File: config.mk
export PLATFORM = sky130hd
export DESIGN_NAME = elevator_car_ctrl
export DESIGN_NICKNAME = d
export VERILOG_FILES = /design/src/rtl/elevator_car_ctrl.sv
export SDC_FILE = /design/constraint.sdc
export NUM_CORES = 1
export LEC_CHECK = 0
export ABC_AREA = 1
export CAP_MARGIN = 0
export CORE_UTILIZATION = 35
export CTS_BUF_LIST = sky130_fd_sc_hd__clkbuf_8
export CTS_CLUSTER_SIZE = 14
export DETAILED_ROUTE_END_ITERATION = 6
export GPL_TIMING_DRIVEN = 0
export SLEW_MARGIN = 25
export SYNTH_ARGS = -nofsm -noshare
export SYNTH_HDL_FRONTEND = slang
export SYNTH_SLANG_ARGS = --single-unit
File: constraint.sdc
create_clock -name CLK -period 1.65 [get_ports CLK]
set_input_delay 0.33 -clock CLK [delete_from_list [all_inputs] [get_ports CLK]]
set_output_delay 0.33 -clock CLK [all_outputs]
set_load 0.01 [all_outputs]
File: src/rtl/elevator_car_ctrl.sv
// SCAN elevator car controller: latches floor calls, steps the car on slow-tick events, times the door.
// Optional macro ELEVATOR_ESTOP_EN adds an estop input that freezes motion/door timing and holds the car in IDLE.
module elevator_car_ctrl #(
  parameter int FLOORS     = 8,
  parameter int FLOOR_W    = 3,
  parameter int MOVE_TICKS = 2,
  parameter int DOOR_TICKS = 3
) (
  input  logic               CLK,
  input  logic               rst,
  input  logic               tick,
  input  logic [FLOORS-1:0]  req,
`ifdef ELEVATOR_ESTOP_EN
  input  logic               estop,
`endif
  output logic [FLOOR_W-1:0] floor,
  output logic               dir_up,
  output logic               moving,
  output logic               door_open,
  output logic [FLOORS-1:0]  pending
);

  localparam int CNT_MAX = (MOVE_TICKS > DOOR_TICKS) ? MOVE_TICKS : DOOR_TICKS;
  localparam int CNT_W   = $clog2(CNT_MAX + 1);

  typedef enum logic [1:0] {IDLE, MOVE, DOOR} state_t;

  state_t              state_q, state_d;
  logic [FLOOR_W-1:0]  floor_q, floor_d;
  logic                dir_up_q, dir_up_d;
  logic                moving_q, moving_d;
  logic                door_open_q, door_open_d;
  logic [FLOORS-1:0]   pending_q, pending_d;
  logic [CNT_W-1:0]    cnt_q, cnt_d;
  logic                tick_s1_q, tick_s1_d;
  logic                tick_s2_q, tick_s2_d;
  logic                tick_s3_q, tick_s3_d;
  logic                tick_evt_q, tick_evt_d;

  logic                freeze;
  logic                evt;
  logic [FLOORS-1:0]   clr;
  logic [FLOORS-1:0]   above_mask;
  logic [FLOORS-1:0]   below_mask;
  logic                any_above;
  logic                any_below;
  logic [FLOORS-1:0]   floor_onehot;

`ifdef ELEVATOR_ESTOP_EN
  assign freeze = estop;
`else
  assign freeze = 1'b0;
`endif

  assign evt          = tick_evt_q & ~freeze;
  assign floor_onehot = {{(FLOORS-1){1'b0}}, 1'b1} << floor_q;

  // Two-flop synchroniser, then a registered rising-edge detect on the slow tick.
  always_comb begin
    tick_s1_d  = tick;
    tick_s2_d  = tick_s1_q;
    tick_s3_d  = tick_s2_q;
    tick_evt_d = tick_s2_q & ~tick_s3_q;
  end

  always_comb begin
    above_mask = '0;
    below_mask = '0;
    for (int i = 0; i < FLOORS; i++) begin
      above_mask[i] = (i > int'(floor_q));
      below_mask[i] = (i < int'(floor_q));
    end
    any_above = |(pending_q & above_mask);
    any_below = |(pending_q & below_mask);
  end

  always_comb begin
    state_d  = state_q;
    floor_d  = floor_q;
    dir_up_d = dir_up_q;
    cnt_d    = cnt_q;
    clr      = '0;
    unique case (state_q)
      IDLE: begin
        if (!freeze) begin
          if (pending_q[floor_q]) begin
            state_d = DOOR;
            clr     = floor_onehot;
            cnt_d   = '0;
          end else if ((dir_up_q && any_above) || (!dir_up_q && any_below)) begin
            state_d = MOVE;
            cnt_d   = '0;
          end else if (any_above || any_below) begin
            dir_up_d = ~dir_up_q;
            state_d  = MOVE;
            cnt_d    = '0;
          end
        end
      end
      MOVE: begin
        if (evt) begin
          if (cnt_q == CNT_W'(MOVE_TICKS - 1)) begin
            floor_d = dir_up_q ? floor_q + FLOOR_W'(1) : floor_q - FLOOR_W'(1);
            state_d = IDLE;
            cnt_d   = '0;
          end else begin
            cnt_d = cnt_q + CNT_W'(1);
          end
        end
      end
      DOOR: begin
        // The car is at this floor with the door open, so a fresh call here is serviced by extending the door.
        clr = floor_onehot;
        if (req[floor_q]) begin
          cnt_d = '0;
        end else if (evt) begin
          if (cnt_q == CNT_W'(DOOR_TICKS - 1)) begin
            state_d = IDLE;
            cnt_d   = '0;
          end else begin
            cnt_d = cnt_q + CNT_W'(1);
          end
        end
      end
      default: begin
        state_d = IDLE;
        cnt_d   = '0;
      end
    endcase
    pending_d   = (pending_q | req) & ~clr;
    moving_d    = (state_d == MOVE);
    door_open_d = (state_d == DOOR);
  end

  always_ff @(posedge CLK or negedge rst) begin
    if (!rst) begin
      state_q     <= IDLE;
      floor_q     <= '0;
      dir_up_q    <= 1'b1;
      moving_q    <= 1'b0;
      door_open_q <= 1'b0;
      pending_q   <= '0;
      cnt_q       <= '0;
      tick_s1_q   <= 1'b0;
      tick_s2_q   <= 1'b0;
      tick_s3_q   <= 1'b0;
      tick_evt_q  <= 1'b0;
    end else begin
      state_q     <= state_d;
      floor_q     <= floor_d;
      dir_up_q    <= dir_up_d;
      moving_q    <= moving_d;
      door_open_q <= door_open_d;
      pending_q   <= pending_d;
      cnt_q       <= cnt_d;
      tick_s1_q   <= tick_s1_d;
      tick_s2_q   <= tick_s2_d;
      tick_s3_q   <= tick_s3_d;
      tick_evt_q  <= tick_evt_d;
    end
  end

  assign floor     = floor_q;
  assign dir_up    = dir_up_q;
  assign moving    = moving_q;
  assign door_open = door_open_q;
  assign pending   = pending_q;

endmodule
==> flow_metrics.env <==
export IMPL_m1WireLength_um=2009
export IMPL_fin_skew_ns=0.001930
export IMPL_final_nets=278
export IMPL_first_pass_iters=4
export IMPL_cp_slowest_stage_delay_ns=0.44
export IMPL_drv_slew=0
export IMPL_final_hold_viol_count=0
export IMPL_period_needed_ns=1.785
export IMPL_grt_overflow=0
export IMPL_r2r_start="floor[1]$_DFFE_PN0P_"
export IMPL_fmax_ghz=0.5602
export IMPL_via_per_inst=4.895
export IMPL_grt_max_degree=23
export IMPL_num_antenna_cells=0
export IMPL_start_util_pct=37.37
export IMPL_clock_path_buffers=2
export IMPL_clk_latency_ns=0.27
export IMPL_yosysWarnings=0
export IMPL_synthCells=212
export IMPL_worst_pin_slew_ns=0.5066
export IMPL_startpoint="floor[1]$_DFFE_PN0P_"
export IMPL_dp_hpwl_um=2738
export IMPL_cts_buffers=3
export IMPL_tritoncts="yes"
export IMPL_vdd_drop_max_mv=0.9201
export IMPL_leakage_nw=1.091
export IMPL_die_h_um=68.29
export IMPL_synth_cell_types=28
export IMPL_crit_chain="buf_6 -> ha_4 -> ha_4 -> or2_4 -> nand3_4 -> nor2_4 -> nor2_4 -> nor2_4 -> nand2_4 -> nand2_2 -> nand2_1 -> nand2_1"
export IMPL_end_kind="register"
export IMPL_holdWs_ns=0.01527
export IMPL_rows=23
export IMPL_wl_met2_um=1922
export IMPL_wl_per_cell_um=13.40
export IMPL_synth_area_leader_cell="dfrtp_1"
export IMPL_outcome="finished with violations"
export IMPL_hold_path_class="in -> async"
export IMPL_cts_root_buf="clkbuf_8"
export IMPL_layout_common_cells="51 x nand2_1, 31 x inv_1, 21 x clkdlybuf4s50_1, 18 x dfrtp_1, 16 x nand3_1"
export IMPL_drc_errors=0
export IMPL_drive_gt1_share_pct=29.41
export IMPL_period_share_pct=108.2
export IMPL_cts_sinks=22
export IMPL_coreArea_um2=4115
export IMPL_syn_area_um2=1538
export IMPL_cp_start_kind="register"
export IMPL_yosysTopAreaCellShare_pct=34.17
export IMPL_crit_path_frequent_cell="nor2_4"
export IMPL_drv_cap=0
export IMPL_critPathMaxFanout=4
export IMPL_synthTopCellsByArea="dfrtp_1 34%, nand2_1 15%, ha_1 9.0%"
export IMPL_power_density_nw_per_um2=1810
export IMPL_required_ns=1.82
export IMPL_cp_arrival_ns=1.95
export IMPL_grt_pass1_wl_um=6285
export IMPL_avgSynthCellArea_um2=7.253
export IMPL_power_w=0.004012
export IMPL_grt_pass1_vias=1339
export IMPL_dieArea_um2=4663
export IMPL_wl_met3_um=114
export IMPL_cts_hold_buf=0
export IMPL_max_slew_margin_rel_pct=66.23
export IMPL_final_common_cell="nand2_1"
export IMPL_gp_congestion=0.8751
export IMPL_clkTransAtPathRegs_ns=0.09
export IMPL_crit_path_top_delay_cell="dfrtp_2"
export IMPL_io_buffers=24
export IMPL_critPathKind="reg -> reg"
export IMPL_wl_um=4086
export IMPL_io_pins=25
export IMPL_num_vias=1493
export IMPL_antenna_left=0
export IMPL_rsz0062_at_grt="yes"
export IMPL_grt_usage_pct=18.30
export IMPL_n_fill_cell=405
export IMPL_antenna_found_initial=0
export IMPL_timing_final_ws_setup_ns=-0.1351
export IMPL_synth_seq_cells=22
export IMPL_htree_levels=1
export IMPL_yosysSeqAreaShare_pct=35.88
export IMPL_setup_violations=8
export IMPL_syn2layout_area_growth_pct=44.18
export IMPL_synth_nets=234
export IMPL_routed_top_layer="met4"
export IMPL_violations="setup timing"
export IMPL_drtIter0Drc=74
export IMPL_die_x_um=68.29
## layer usage
| layer | global-route usage (%) | up-vias |
|---|---|---|
| met5 | 0 | - |
| met3 | 2.500 | 4 |
| met1 | 26.73 | 707 |
| li1 | - | 755 |
| met4 | 4.688 | 0 |
| met2 | 27.82 | 27 |
## per-stage QoR
step | cell area, µm² | setup slack, ns | cells | setup TNS, ns | utilization [%]
2_1_floorplan | 1614 | -0.01674 | 212 | -0.03347 | -
3_3_place_gp | 1917 | -0.2041 | 286 | -1.600 | 46.58
3_5_place_dp | 1917 | -0.2302 | 286 | -1.640 | 46.58
4_1_cts | 2133 | -0.1121 | 301 | -0.3863 | 51.84
5_1_grt | 2217 | -0.2500 | 305 | -1.554 | 53.88
6_report | 2217 | -0.1351 | 305 | -0.5817 | 53.88
## worst max-delay path, delay by kind of cell, from the launching register on
kind / cells / cell delay (ns)
AND/OR/NAND/NOR: 9 / 0.78
adder cells (fa/ha/maj): 2 / 0.31
flip-flops: 1 / 0.44
buffers and inverters: 1 / 0.14
## Yosys cell counts, drive strengths merged
cell     n
or2      1
a21oi    8
nand2   70
ha      11
nand4    3
buf      3
dfrtp   21
a31oi    4
a22oi    2
a22o     1
nand3   22
inv     37
a21boi   1
xor2     1
xnor2    1
dfstp    1
o21ai    5
nor3     2
nor2    16
o211ai   2
## worst paths after layout
kind,end,slack (ns),depth (start not counted)
max in group asynchronous,floor[2]$_DFFE_PN0P_,1.27,1
hold reg to reg,tick_s2_q$_DFF_PN0_,0.36,0
min in group CLK,tick_s2_q$_DFF_PN0_,0.36,0
setup / recovery,cnt_q[1]$_DFFE_PN0P_,-0.14,12
hold / removal,floor[1]$_DFFE_PN0P_,0.02,1
setup reg to reg,cnt_q[1]$_DFFE_PN0P_,-0.14,12
## layout make-up
cell class	count	area [µm²]	area share [%]
Multi-Input combinational cell	150	985.9	44.47
Sequential cell	22	555.5	25.06
Timing Repair Buffer	39	374.1	16.87
Inverter	37	153.9	6.941
Tap cell	50	62.56	2.822
Clock buffer	4	55.05	2.483
Buffer	3	30.03	1.354
## cells by family (layout without fill, tap and decap cells)
family	after synthesis	in the layout	synth area share, %
AND/OR/NAND/NOR	114	114	33.52
flip-flops	22	22	35.88
adder cells (fa/ha/maj)	11	11	8.950
XOR/XNOR	2	2	1.139
AO/OA/AOI/OAI	23	23	9.763
buffers and inverters	40	83	10.74
## report_power, final
part           switching, W  internal, W
clock network      0.000195     0.000213
logic               0.00156      0.00118
registers          0.000166     0.000701
total               0.00192      0.00209
## sequential cells by signal, summed over array words and instances, names as in the netlist
register	count
floor	3
state_q	2
tick_s2_q	1
tick_s1_q	1
dir_up	1
moving	1
evt	1
door_open	1
cnt_q	2
tick_s3_q	1
pending	8
## what timing repair did
| item | CTS | global route |
|---|---|---|
| setup buffers | 11 | 5 |
| resized for setup | 18 | 18 |
| pin swaps | 8 | 18 |
| setup endpoints to repair | 19 | 15 |
Note: power is estimated with default switching activity, not from simulation.
==> edit: new RTL, same settings <==
Take the reset off `pending_q` and load it in a clocked block of its own.
--- a/src/rtl/elevator_car_ctrl.sv
+++ b/src/rtl/elevator_car_ctrl.sv
@@ -141,3 +141,2 @@
       door_open_q <= 1'b0;
-      pending_q   <= '0;
       cnt_q       <= '0;
@@ -153,3 +152,2 @@
       door_open_q <= door_open_d;
-      pending_q   <= pending_d;
       cnt_q       <= cnt_d;
@@ -160,2 +158,6 @@
     end
+  end
+
+  always_ff @(posedge CLK) begin
+    pending_q <= pending_d;
   end
Check against the original RTL: not equivalent (Yosys sat finds a counterexample within 4 cycles, from zero or initial values and one cycle with rst low).
==> edit against the original RTL <==
The run still ends with negative setup slack left; routed wire length decreased by 5.0%; clock power increased by 28%; cell area decreased by 0.62%; sequential cell count unchanged; total power increased by 1.4%; critical path depth increased by 3; worst setup slack improved by 0.013 ns; synthesized area decreased by 2.6%.
==> edit: results (changes against the original RTL) <==
Setup path
  • Worst reg2reg path depth: 15 (+3)
  • Arr. time, crit path: 1.98 ns (+0.03 ns)
  • RR Endpoint: cnt_q[0]$_DFFE_PN0P_

Layout
  • Share of cells above drive strength 1: 30.3% (+0.90 points)
  • Buffering overhead: 17.5% (-0.68 points)
  • Nets: 277 (-0.36%)
  • Layout clock area frac: 3.24% (+0.75 points)
  • Bufs w/o clock: 41 (-2.4%)
  • Count of multi-input gates: 150 (unchanged)
  • Fill count: 380 (-6.2%)
  • Diodes inserted: 0 (unchanged)
  • Multi-input gate area: 1010 um2 (+2.7%)
  • FF/Latch Area: 518 um2 (-6.8%)
  • Num sequential: 22 (unchanged)
  • Multi-input combinational area share: 45.9% (+1.5 points)

Logic synthesis
  • Top cells by count, synth: nand2_1, inv_1, nand3_1
  • Asr flop ratio synth: 63.6% (-36 points)
  • Register area share after synthesis: 34.2% (-1.7 points)
  • Post-synthesis compound-gate area fraction: 10.0% (+0.26 points)
  • Yosys cell types: 29 (+3.6%)
  • Largest area contributor in the netlist: dfrtp_1
  • Synth Area in XOR/XNOR: 1.17% (+0.030 points)
  • Dominant cells by area after synthesis: dfrtp_1, nand2_1, dfxtp_1
  • Synth Area in Adders: 9.19% (+0.24 points)
  • Post-synthesis mux area share: 0% (unchanged)

Route
  • M1 WL: 1910 um (-4.9%)
  • WL met2: 1730 um (-9.9%)
  • Drt wl/cell: 12.8 um (-4.7%)
  • Via count: 1,467 (-1.7%)
  • Met3 Wirelength: 196 um (+72%)
  • DR vias/cell: 4.83 (-1.4%)
  • Drt initial violations: 101 (+36%)

Power and ir drop
  • Worst vdd rail ir drop: 0.910 mV (-1.0%)
  • Lkg Pwr: 1.09 nW (about the same)

CTS
  • H-tree lvl count: 1 (unchanged)
  • CTS Buffer Depth: 2 (unchanged)
  • Total CTS buffers: 3 (unchanged)

Placed design
  • RePlAce Congestion: 0.862 (-1.5%)
  • Dpl cell area: 1880 um2 (-2.1%)
  • Pre-CTS setup slack: -0.244 ns (-0.0136 ns)
  • HPWL Detailed: 2740 um (about the same)
  • Port bufs: 24 (unchanged)
  • Dpl cells: 286 (unchanged)

Timing
  • Worst hold margin: 0.367 ns (+0.352 ns)
  • Setup ws final: -0.122 ns (+0.0134 ns)
  • Final setup vio count: 7 (-1)
  • Clock Skew: 0.00197 ns (+0.0000409 ns)
  • Measured slew at the worst slew-check pin: 0.620 ns (+0.114 ns)
  • Setup TNS: -0.556 ns (+0.0254 ns)

Outcome
  • Violated checks: negative setup slack
  • Status: finished with violations

GRT
  • Largest net degree at the start of global routing: 15 (-35%)
  • Vias in the first global route: 1,351 (+0.90%)
  • Global-route wire length before repair: 6340 um (+0.89%)
  • Gr usage total: 18.8% (+0.50 points)

Floorplan
  • Core ar.: 4060 um2 (-1.4%)

Min path
  • Hold/Removal Path Class: register to register
  • Min-Delay Endpoint: tick_s2_q$_DFF_PN0_
==> edit: cell count changes in the layout (fill, tap and decap cells not counted), sizes merged <==
cell | unedited run | this run
buf | 19 | 17
clkbuf | 4 | 3
dfrtp | 21 | 13
bufinv | 0 | 1
dlygate4sd2 | 2 | 3
dfxtp | 0 | 8
clkinv | 1 | 2
inv | 36 | 35
==> edit: metal layers <==
layer  global-route usage (%)  vias up
li1                         -      755
met1                     26.9      675
met5                        0        -
met3                     2.36        4
met4                     5.05        0
met2                     29.5       33
==> edit: critical path: stages, from the launching register on <==
cell	delay, ns
dfrtp_2	0.44
buf_8	0.14
inv_8	0.06
ha_4	0.14
nand2_2	0.06
nand2_1	0.06
nand2_1	0.04
nand2_1	0.06
nand2_2	0.08
nor2_4	0.19
nand3_2	0.12
inv_2	0.09
nand2_4	0.07
nand2_4	0.07
nand2_2	0.05
nand2_2	0.05
==> edit: what timing repair did <==
item                                    CTS  global route
endpoints found under the setup margin   17            16
pin swaps                                16            11
buffers inserted                         14             1
resized for setup                        28            20
==> edit: kinds of logic after synthesis <==
kind of cell,Yosys count
fa+ha+maj,11
compound gates,23
simple gates,114
flops,22
buf+inv,40
xor+xnor,2
==> edit: worst max path at each step <==
stage          slack, ns                   end
2_1_floorplan      -0.02  cnt_q[1]$_DFFE_PN0P_
3_3_place_gp       -0.25  cnt_q[1]$_DFFE_PN0P_
3_5_place_dp       -0.24  cnt_q[0]$_DFFE_PN0P_
4_1_cts            -0.10  cnt_q[1]$_DFFE_PN0P_
5_1_grt            -0.22  cnt_q[1]$_DFFE_PN0P_
6_report           -0.12  cnt_q[0]$_DFFE_PN0P_
==> edit: power by group <==
group	internal, mW	switching (mW)
sequential	0.704	0.172
combinational	1.12	1.56
clock	0.324	0.197
total	2.14	1.92
